File: config.mk
export PLATFORM = sky130hd
export DESIGN_NAME = reg_wb_ctrl_flat
export DESIGN_NICKNAME = d
export VERILOG_FILES = /design/src/rtl/reg_wb_ctrl_pkg.sv /design/src/rtl/reg_wb_ctrl_if.sv /design/src/rtl/reg_wb_ctrl_wb_fifo.sv /design/src/rtl/reg_wb_ctrl.sv /design/src/flat_wrapper.sv
export SDC_FILE = /design/constraint.sdc
export NUM_CORES = 1
export LEC_CHECK = 0
export BUFFER_PORTS_ARGS = -buffer_cell sky130_fd_sc_hd__buf_2
export CELL_PAD_IN_SITES_DETAIL_PLACEMENT = 1
export CELL_PAD_IN_SITES_GLOBAL_PLACEMENT = 1
export CORE_UTILIZATION = 50
export DETAILED_ROUTE_END_ITERATION = 8
export HOLD_SLACK_MARGIN = 0.05
export PLACE_DENSITY = 0.84
export SYNTH_ARGS = -nofsm -noshare
export SYNTH_HDL_FRONTEND = slang
export SYNTH_SLANG_ARGS = --single-unit
File: constraint.sdc
create_clock -name clk -period 3.2 [get_ports clk]
set_input_delay 0 -clock clk [delete_from_list [all_inputs] [get_ports clk]]
set_output_delay 0 -clock clk [all_outputs]
set_load 0.01 [all_outputs]
File: src/rtl/reg_wb_ctrl_pkg.sv
// rtl/reg_wb_ctrl_pkg.sv - shared widths, FSM encoding and writeback entry type
package reg_wb_ctrl_pkg;

  localparam int WB_DW    = 8;
  localparam int WB_AW    = 2;
  localparam int WB_NREG  = 1 << WB_AW;
  localparam int WB_DEPTH = 4;

  typedef enum logic [0:0] {
    ST_INIT = 1'b0,
    ST_RUN  = 1'b1
  } state_t;

  typedef struct packed {
    logic [WB_AW-1:0] n;
    logic [WB_DW-1:0] d;
  } wb_entry_t;

endpackage

File: src/rtl/reg_wb_ctrl_if.sv
// rtl/reg_wb_ctrl_if.sv - ALU and memory-load result handshakes into the writeback controller
interface reg_wb_ctrl_if import reg_wb_ctrl_pkg::*; #(
  parameter int DW = WB_DW,
  parameter int AW = WB_AW
);

  logic          a_valid;
  logic          a_ready;
  logic [AW-1:0] a_n;
  logic [DW-1:0] a_d;
  logic          m_valid;
  logic          m_ready;
  logic [AW-1:0] m_n;
  logic [DW-1:0] m_d;

  modport master (
    output a_valid, a_n, a_d, m_valid, m_n, m_d,
    input  a_ready, m_ready
  );

  modport slave (
    input  a_valid, a_n, a_d, m_valid, m_n, m_d,
    output a_ready, m_ready
  );

endinterface

File: src/rtl/reg_wb_ctrl_wb_fifo.sv
// rtl/reg_wb_ctrl_wb_fifo.sv - in-order writeback FIFO exposing every slot for hazard tracking
module wb_fifo import reg_wb_ctrl_pkg::*; #(
  parameter int  DEPTH   = WB_DEPTH,
  parameter type entry_t = wb_entry_t
) (
  input  logic             clk,
  input  logic             rst_n,
  input  logic             push_i,
  input  entry_t           push_data_i,
  input  logic             pop_i,
  output logic             full_o,
  output logic             empty_o,
  output entry_t           head_o,
  output entry_t           ent_o [DEPTH],
  output logic [DEPTH-1:0] ent_valid_o
);

  localparam int PW = $clog2(DEPTH);

  entry_t        mem_q [DEPTH];
  logic [PW-1:0] wr_q;
  logic [PW-1:0] rd_q;
  logic [PW:0]   cnt_q;
  logic          do_push;
  logic          do_pop;

  assign full_o  = (cnt_q == (PW+1)'(DEPTH));
  assign empty_o = (cnt_q == '0);
  assign do_push = push_i && !full_o;
  assign do_pop  = pop_i && !empty_o;
  assign head_o  = mem_q[rd_q];
  assign ent_o   = mem_q;

  always_ff @(posedge clk or negedge rst_n) begin
    if (!rst_n) begin
      wr_q  <= '0;
      rd_q  <= '0;
      cnt_q <= '0;
    end else begin
      if (do_push) wr_q <= wr_q + PW'(1);
      if (do_pop)  rd_q <= rd_q + PW'(1);
      cnt_q <= cnt_q + (PW+1)'(do_push) - (PW+1)'(do_pop);
    end
  end

  // Payload needs no reset: a slot is only observed while ent_valid_o marks it live.
  always_ff @(posedge clk) begin
    if (do_push) mem_q[wr_q] <= push_data_i;
  end

  always_comb begin
    ent_valid_o = '0;
    for (int i = 0; i < DEPTH; i++) begin
      ent_valid_o[i] = ({1'b0, PW'(i) - rd_q} < cnt_q);
    end
  end

endmodule

File: src/rtl/reg_wb_ctrl.sv
// rtl/reg_wb_ctrl.sv - register file writeback controller: init sweep, producer arbitration,
// in-order issue and pending-write mask
module reg_wb_ctrl import reg_wb_ctrl_pkg::*; #(
  parameter int DW    = WB_DW,
  parameter int AW    = WB_AW,
  parameter int DEPTH = WB_DEPTH
) (
  input  logic                clk,
  input  logic                rst_n,
  reg_wb_ctrl_if.slave        wb,
  input  logic                hold_i,
  output logic [AW-1:0]       nd_o,
  output logic [DW-1:0]       di_o,
  output logic                reg_we_o,
  output logic [(1<<AW)-1:0]  pend_o,
  output logic                init_done_o
);

  typedef struct packed {
    logic [AW-1:0] n;
    logic [DW-1:0] d;
  } entry_t;

  state_t           state_q, state_d;
  logic [AW-1:0]    cnt_q, cnt_d;
  logic             reg_we_q, reg_we_d;
  logic [AW-1:0]    nd_q, nd_d;
  logic [DW-1:0]    di_q, di_d;
  logic             run, a_ready, m_ready;
  logic             full, empty, push, pop;
  entry_t           push_ent, head;
  entry_t           ent [DEPTH];
  logic [DEPTH-1:0] ent_valid;

  always_ff @(posedge clk or negedge rst_n) begin
    if (!rst_n) begin
      state_q <= ST_INIT;
      cnt_q   <= '0;
    end else begin
      state_q <= state_d;
      cnt_q   <= cnt_d;
    end
  end

  always_comb begin
    state_d = state_q;
    cnt_d   = cnt_q;
    if (state_q == ST_INIT) begin
      cnt_d = cnt_q + AW'(1);
      if (&cnt_q) state_d = ST_RUN;
    end
  end

  always_comb begin
    run     = (state_q == ST_RUN);
    a_ready = run && !full;
    m_ready = run && !full && !wb.a_valid;
  end

  assign wb.a_ready  = a_ready;
  assign wb.m_ready  = m_ready;
  assign init_done_o = run;

  // ALU has fixed priority; m_ready already excludes a cycle where A is offering.
  assign push = (wb.a_valid && a_ready) || (wb.m_valid && m_ready);
  assign pop  = run && !empty && !hold_i;

  always_comb begin
    push_ent.n = wb.a_valid ? wb.a_n : wb.m_n;
    push_ent.d = wb.a_valid ? wb.a_d : wb.m_d;
  end

  wb_fifo #(
    .DEPTH   (DEPTH),
    .entry_t (entry_t)
  ) u_fifo (
    .clk         (clk),
    .rst_n       (rst_n),
    .push_i      (push),
    .push_data_i (push_ent),
    .pop_i       (pop),
    .full_o      (full),
    .empty_o     (empty),
    .head_o      (head),
    .ent_o       (ent),
    .ent_valid_o (ent_valid)
  );

  always_comb begin
    reg_we_d = 1'b0;
    nd_d     = nd_q;
    di_d     = di_q;
    if (!run) begin
      reg_we_d = 1'b1;
      nd_d     = cnt_q;
      di_d     = '0;
    end else if (pop) begin
      reg_we_d = 1'b1;
      nd_d     = head.n;
      di_d     = head.d;
    end
  end

  always_ff @(posedge clk or negedge rst_n) begin
    if (!rst_n) begin
      reg_we_q <= 1'b0;
      nd_q     <= '0;
      di_q     <= '0;
    end else begin
      reg_we_q <= reg_we_d;
      nd_q     <= nd_d;
      di_q     <= di_d;
    end
  end

  assign reg_we_o = reg_we_q;
  assign nd_o     = nd_q;
  assign di_o     = di_q;

  // A register stays pending until its last queued write has been presented on the port.
  always_comb begin
    pend_o = '0;
    for (int j = 0; j < DEPTH; j++) begin
      if (ent_valid[j]) pend_o[ent[j].n] = 1'b1;
    end
    if (reg_we_q) pend_o[nd_q] = 1'b1;
  end

endmodule

File: src/flat_wrapper.sv
// flat-port wrapper written by rule: the top's interface ports become plain ports
module reg_wb_ctrl_flat import reg_wb_ctrl_pkg::*;
#(
  parameter int DW    = WB_DW,
  parameter int AW    = WB_AW,
  parameter int DEPTH = WB_DEPTH
)
  (clk, rst_n, hold_i, nd_o, di_o, reg_we_o, pend_o, init_done_o, wb_a_valid, wb_a_n, wb_a_d, wb_m_valid, wb_m_n, wb_m_d, wb_a_ready, wb_m_ready);
  reg_wb_ctrl_if #(.DW(DW), .AW(AW)) wb_i ();
  input  logic clk;
  input  logic rst_n;
  input  logic hold_i;
  output logic [AW-1:0] nd_o;
  output logic [DW-1:0] di_o;
  output logic reg_we_o;
  output logic [(1<<AW)-1:0] pend_o;
  output logic init_done_o;
  input wire logic [$bits(wb_i.a_valid)-1:0] wb_a_valid;
  input wire logic [$bits(wb_i.a_n)-1:0] wb_a_n;
  input wire logic [$bits(wb_i.a_d)-1:0] wb_a_d;
  input wire logic [$bits(wb_i.m_valid)-1:0] wb_m_valid;
  input wire logic [$bits(wb_i.m_n)-1:0] wb_m_n;
  input wire logic [$bits(wb_i.m_d)-1:0] wb_m_d;
  output wire logic [$bits(wb_i.a_ready)-1:0] wb_a_ready;
  output wire logic [$bits(wb_i.m_ready)-1:0] wb_m_ready;
  assign wb_i.a_valid = wb_a_valid;
  assign wb_i.a_n = wb_a_n;
  assign wb_i.a_d = wb_a_d;
  assign wb_i.m_valid = wb_m_valid;
  assign wb_i.m_n = wb_m_n;
  assign wb_i.m_d = wb_m_d;
  assign wb_a_ready = wb_i.a_ready;
  assign wb_m_ready = wb_i.m_ready;
  reg_wb_ctrl #(.DW(DW), .AW(AW), .DEPTH(DEPTH)) u_core (.clk(clk), .rst_n(rst_n), .wb(wb_i), .hold_i(hold_i), .nd_o(nd_o), .di_o(di_o), .reg_we_o(reg_we_o), .pend_o(pend_o), .init_done_o(init_done_o));
endmodule
# Yosys cells after proc, flatten, opt, wreduce, memory -nomap -nowiden
# Cells that the tools add are included.
dict set report totals {
  ff_bits 61
  input_bits 25
  out_inout_bits 18
}
dict set report classes {
  n_addsub 9
  order_cmp 17
  eq_ne 2
  muxes 31
  bitwise_logic 6
  reduce_logical 21
}
# cell n
set op_table {}
lappend op_table {{$bwmux 40} 1}
lappend op_table {{$mux 10} 3}
lappend op_table {{$mux 8} 3}
lappend op_table {{$bmux 10 s2} 1}
lappend op_table {{$demux 10 s2} 1}
lappend op_table {{$mux 4} 5}
lappend op_table {{$or 4x4->4} 4}
lappend op_table {{$lt 2x3->1 const B} 5}
lappend op_table {{$logic_and 1x1->1} 14}
lappend op_table {{$lt 2x3->1} 4}
lappend op_table {{$demux 1 s2} 5}
lappend op_table {{$ge 2x1->1 const B} 5}
lappend op_table {{$mux 1} 9}
lappend op_table {{$add 2x1->2 const B} 3}
lappend op_table {{$ge 3x3->1 const B} 2}
lappend op_table {{$mux 2} 3}
lappend op_table {{$not 2->3} 2}
lappend op_table {{$logic_not 1->1} 4}
lappend op_table {{$sub 1x2->2 const A} 2}
lappend op_table {{$sub 2x2->2 const A} 2}
lappend op_table {{$add 3x1->3} 1}
lappend op_table {{$eq 3x3->1 const B} 1}
lappend op_table {{$logic_not 3->1} 1}
lappend op_table {{$lt 3x1->1 const B} 1}
lappend op_table {{4 further kinds} 4}

# Logic depth before layout (Yosys ltp)
dict set report logic_depth {
  word_depth 13
  ltp_mapped 9
  ltp_nobuf 9
}

# Hierarchy
# Synthesis repeated with hierarchy kept, for this count alone.
dict set report hier_totals {
  hier_cells 206
  hier_area_um2 2881.5
}
# mod instances cells_per_inst area_per_inst_um2
set by_module_without_submodules {}
lappend by_module_without_submodules {wb_fifo 1 107 1999.4}
lappend by_module_without_submodules {reg_wb_ctrl 1 99 882.1}

# Least setup slack after synthesis
# Ideal clock, no wire load.
dict set report synth_path {
  kind {register to register}
  start {register u_core.state_q (netlist: u_core.init_done_o)}
  end {register u_core.u_fifo.cnt_q[2]}
  setup_time_ns 0.123
  arrival_ns 2.004
  required_time_ns 3.077
  setup_slack_ns 1.073
  path_stages_with_launch 10
  path_buffers 1
  path_cell_list {dfrtp_1 > clkbuf_2 > a21boi_2 > o21a_2 > inv_1 > ha_1 > inv_1 > ha_1 > fa_1 > xnor2_1}
}
dict set report synth_between {
  elab_chain_cells 7
}
# element line
set synth_rtl {}
lappend synth_rtl {{start, declared} reg_wb_ctrl.sv:24} ;# state_t state_q, state_d;
lappend synth_rtl {{start signal, assigned} reg_wb_ctrl.sv:40} ;# state_q <= state_d;
lappend synth_rtl {{$logic_and 1x1->1 (*)} reg_wb_ctrl.sv:56} ;# a_ready = run && !full;
lappend synth_rtl {{via wb_a_ready} flat_wrapper.sv:24} ;# output wire logic [$bits(wb_i.a_ready)-1:0] wb_a_ready;
lappend synth_rtl {{$logic_and 1x1->1} reg_wb_ctrl.sv:57} ;# m_ready = run && !full && !wb.a_valid;
lappend synth_rtl {{$logic_and 1x1->1} reg_wb_ctrl.sv:65} ;# assign push = (wb.a_valid && a_ready) || (wb.m_valid && m_ready);
lappend synth_rtl {{$logic_or 1x1->1 (*)} reg_wb_ctrl.sv:65}
lappend synth_rtl {{$logic_and 1x1->1 (*)} reg_wb_ctrl_wb_fifo.sv:29} ;# assign do_push = push_i && !full_o;
lappend synth_rtl {{$add 3x1->3 (*)} reg_wb_ctrl_wb_fifo.sv:42} ;# cnt_q <= cnt_q + (PW+1)'(do_push) - (PW+1)'(do_pop);
lappend synth_rtl {{$sub 3x1->3 (*)} reg_wb_ctrl_wb_fifo.sv:42}
lappend synth_rtl {{end signal, assigned} reg_wb_ctrl_wb_fifo.sv:42}
lappend synth_rtl {{end, declared} reg_wb_ctrl_wb_fifo.sv:23} ;# logic [PW:0] cnt_q;
# Mark *: on every way through the listed nets, which the timed path passes. The rest lies on a longest branch.
# A chain may end at the register's enable or synchronous reset.

# Worst setup path in the final report
dict set report layout_path {
  start {register u_core.u_fifo.rd_q[1]}
  end {output pend_o[3]}
}
dict set report layout_between {
  elab_chain_cells 11
}
# element line
set layout_rtl {}
lappend layout_rtl {{start, declared} reg_wb_ctrl_wb_fifo.sv:22} ;# logic [PW-1:0] rd_q;
lappend layout_rtl {{start signal, assigned} reg_wb_ctrl_wb_fifo.sv:41} ;# if (do_pop) rd_q <= rd_q + PW'(1);
lappend layout_rtl {{$sub 1x2->2} reg_wb_ctrl_wb_fifo.sv:54} ;# ent_valid_o[i] = ({1'b0, PW'(i) - rd_q} < cnt_q);
lappend layout_rtl {{$lt 2x3->1} reg_wb_ctrl_wb_fifo.sv:54}
lappend layout_rtl {{$mux 4} reg_wb_ctrl.sv:124} ;# if (ent_valid[j]) pend_o[ent[j].n] = 1'b1;
lappend layout_rtl {{$or 4x4->4 (no line)} -}
lappend layout_rtl {{$mux 4} reg_wb_ctrl.sv:124}
lappend layout_rtl {{$or 4x4->4 (no line)} -}
lappend layout_rtl {{$mux 4} reg_wb_ctrl.sv:124}
lappend layout_rtl {{$or 4x4->4 (no line)} -}
lappend layout_rtl {{$mux 4 (*)} reg_wb_ctrl.sv:124}
lappend layout_rtl {{$or 4x4->4 (no line)} -}
lappend layout_rtl {{$mux 4 (*)} reg_wb_ctrl.sv:126} ;# if (reg_we_q) pend_o[nd_q] = 1'b1;
lappend layout_rtl {{end, declared} flat_wrapper.sv:16} ;# output logic [(1<<AW)-1:0] pend_o;
# Every way passes the cells marked *; elsewhere a longest branch is shown, timed or not.

==> metrics.cfg <==
[yosys]
syn-cell-area_um2=2900
synth_flop_cell=edfxtp_1
synth_cell_types=43
async_reset_ff_share_pct=34.4
ys_seq_area_share_pct=59.6
synth_top_family_by_area=multiplexers
synth_xor_area_share_pct=2.11
synth_nets=244
yosys.area_share.adder_pct=5.44
avgSynthCellArea_um2=14.0
synth_compound_area_share_pct=8.29
syn_inst=207
synth_seq_cells=61
synth_edf_count=40
yosysWarnings=0
synthMuxAreaShare_pct=12.8
post_synth_and_or_nand_nor_area_fraction_pct=7.34

[clock_network]
cts-htree-levels=3
clk_pin_slew_worst_paths_ps=70
cts-root-buf=clkbuf_8
cts_resized=0
cts_max_path_buffers=2
postCtsSetupRepairBufs=0
cts_buffers=9
insertion_delay_ps=340
cts_sinks=61
cts_tree=done
cts_hold_buf=23

[setup_path]
rr_worst_depth=8
critPathCaptureType=output port
path_class=flip-flop to output port
critical-path-max-stage-delay_ps=800
crit_buf_inv=2
crit-reg2reg-launch=u_core.init_done_o
ff2ff_setup_slack_ps=700
crit_chain=xor2_1 -> inv_1 -> ha_1 -> nor2b_1 -> a2111oi_0 -> a311oi_1 -> o211ai_1 -> buf_2
startpoint_type=flip-flop
reg2reg_to=u_core.u_fifo.cnt_q[2]
slowest_stage=dfrtp_1
worstPathArrival_ps=2780
worstPathRequired_ps=3200
crit_family=flip-flops
worstPathMaxFanout=14

[timing]
tns_ps=0
finalSetupViolations=0
slew_violations=0
finalCriticalPeriod_ps=2780
rsz0062_at_grt=false
slew_headroom_pct=53.2
fin_ws_ps=422
max_freq_mhz=360
worst_slew_pin_slew_ps=702
hold_viol_final=0
skew_ps=15.7
min_period_over_period_pct=86.8

[global_routing]
grt_pass1_wl_um=11500
antenna_found_initial=0
grt_pass1_vias=2103
grt_max_degree=22
grt.overflow.total=0
track_usage_pct=26.6

[finish]
layout-drive-gt1-share_pct=31.0
fillerInstances=574
diodes=0
area_delta_synth_final_pct=22.4
num-nets-final=313

[run_status]
outcome=complete, no violations

[power]
powerDensity_nw_per_um2=936
leakage_uw=0.00145
ir_worst_vdd_mv=0.552

[floorplanning]
die_h_um=78.1
start_util_pct=52.3
rows=27
io_pins=43
die_w_um=78.1
core_area_um2=5540
die_area_um2=6110

[routing]
vias_per_cell=5.55
drc=0
avgRoutedWirePerCell_um=20.7
antenna_left=0
drtIter0Drc=144
route.vias.total=1960
drt_wl_total_um=7300
dr.pass1.iters=4

[min_path]
holdPathStages=3
hold_class=primary input to flip-flop
worstHoldEndpoint=u_core.u_fifo.wr_q[0]
hold_start=wb_m_valid

[placed_design]
pre_cts_ws_ps=774
port_buffers=42
dp_hpwl_um=4300
finalWeightedCongestion=0.846

[run]
maxCapViolations=0

==> kinds of logic after synthesis <==
kind of cell               count (synthesis)
AOI/OAI and AO/OA                         35
buffers and inverters                     25
DFF                                       61
muxes                                     23
adders and majority gates                 12
and+or+nand+nor                           44
xor gates and xnor gates                   7
==> state kept, by name, indices dropped and copies added, names as in the netlist <==
register / count
u_core.cnt_q: 2
u_core.di_o: 8
u_core.init_done_o: 1
u_core.nd_o: 2
u_core.reg_we_o: 1
u_core.u_fifo.cnt_q: 3
u_core.u_fifo.ent_o: 40
u_core.u_fifo.rd_q: 2
u_core.u_fifo.wr_q: 2
==> cell type report <==
type | count | area, um2 | share of cell area (%)
well taps | 72 | 90.1 | 2.54
flip-flops and latches | 61 | 1730 | 48.6
inverters | 16 | 60.1 | 1.69
multi-input cells | 121 | 1040 | 29.4
clock inverters | 7 | 51.3 | 1.45
repair buffers | 67 | 455 | 12.8
clock buffers | 9 | 124 | 3.49
==> cell usage in the layout, fill, tap and decap left out, drive strengths merged, types with 2 or more instances in the layout <==
master | netlist | layout
a2111oi | 2 | 2
a21boi | 2 | 2
a21oi | 4 | 4
a311oi | 3 | 3
and2 | 4 | 4
buf | 7 | 44
clkbuf | 2 | 9
clkinv | 0 | 5
dfrtp | 21 | 21
dlygate4sd3 | 0 | 23
edfxtp | 40 | 40
ha | 11 | 11
inv | 16 | 17
mux2 | 12 | 12
mux4 | 10 | 10
nand2 | 20 | 20
nand2b | 3 | 3
nor2 | 7 | 7
nor2b | 3 | 3
nor4 | 2 | 2
o211ai | 2 | 2
o21ai | 12 | 12
o22ai | 4 | 4
o311ai | 2 | 2
xnor2 | 4 | 4
xor2 | 3 | 3
==> synthesized netlist by cell type, types with 4 or more instances <==
cell / instances / share of area, %
mux4_2: 10 / 7.8
nor2_1: 7 / 0.91
xnor2_1: 4 / 1.2
nand2_1: 20 / 2.6
dfrtp_1: 21 / 18
and2_1: 4 / 0.86
edfxtp_1: 40 / 41
o22ai_1: 4 / 0.86
inv_1: 16 / 2.1
o21ai_1: 9 / 1.6
ha_1: 11 / 4.7
mux2_2: 11 / 4.3
==> power breakdown <==
| group | switching, uW | internal, uW |
|---|---|---|
| Sequential | 219 | 1140 |
| Combinational | 745 | 601 |
| Clock | 336 | 284 |
==> per-layer routing <==
layer / GRT usage, % / vias to the layer above / share of wire, %
met5: 0 / - / 0
met4: 9.63 / 0 / 1.5
met3: 5.81 / 9 / 4.6
met2: 44.6 / 59 / 52
met1: 34.0 / 989 / 42
li1: - / 903 / -
==> worst max-delay path by stage <==
stage / cells after the start / endpoint / slack [ps] / start
floorplan: 9 / u_core.u_fifo.cnt_q[2] / 1070 / u_core.init_done_o
global placement: 8 / u_core.u_fifo.cnt_q[2] / 900 / u_core.init_done_o
detailed placement: 8 / u_core.u_fifo.cnt_q[2] / 770 / u_core.init_done_o
CTS: 8 / pend_o[3] / 450 / u_core.u_fifo.rd_q[1]
global route: 8 / pend_o[3] / 270 / u_core.u_fifo.rd_q[1]
finish: 8 / pend_o[3] / 420 / u_core.u_fifo.rd_q[1]
==> tightest hold or removal path: cells and delay by family <==
kind	cells	cell delay [ps]
AOI/OAI and AO/OA	1	190
xor gates and xnor gates	1	100
buffers and inverters	1	90
==> per-stage QoR <==
| step | hold WS (ps) | std cells | total power [uW] | instance area, um2 | utilization, % |
|---|---|---|---|---|---|
| after CTS | 61.3 | 353 | 3290 | 3550 | 64.1 |
| after global routing | 109 | 353 | 3520 | 3550 | 64.1 |
| final | 91.7 | 353 | 3320 | 3550 | 64.1 |
| after floorplan | -296 | 207 | 2250 | 2900 | - |
| after detailed placement | -5.24 | 314 | 2640 | 3140 | 56.8 |
| after global placement | -16.2 | 314 | 2580 | 3140 | 56.8 |
(Power assumes the default switching activity.)
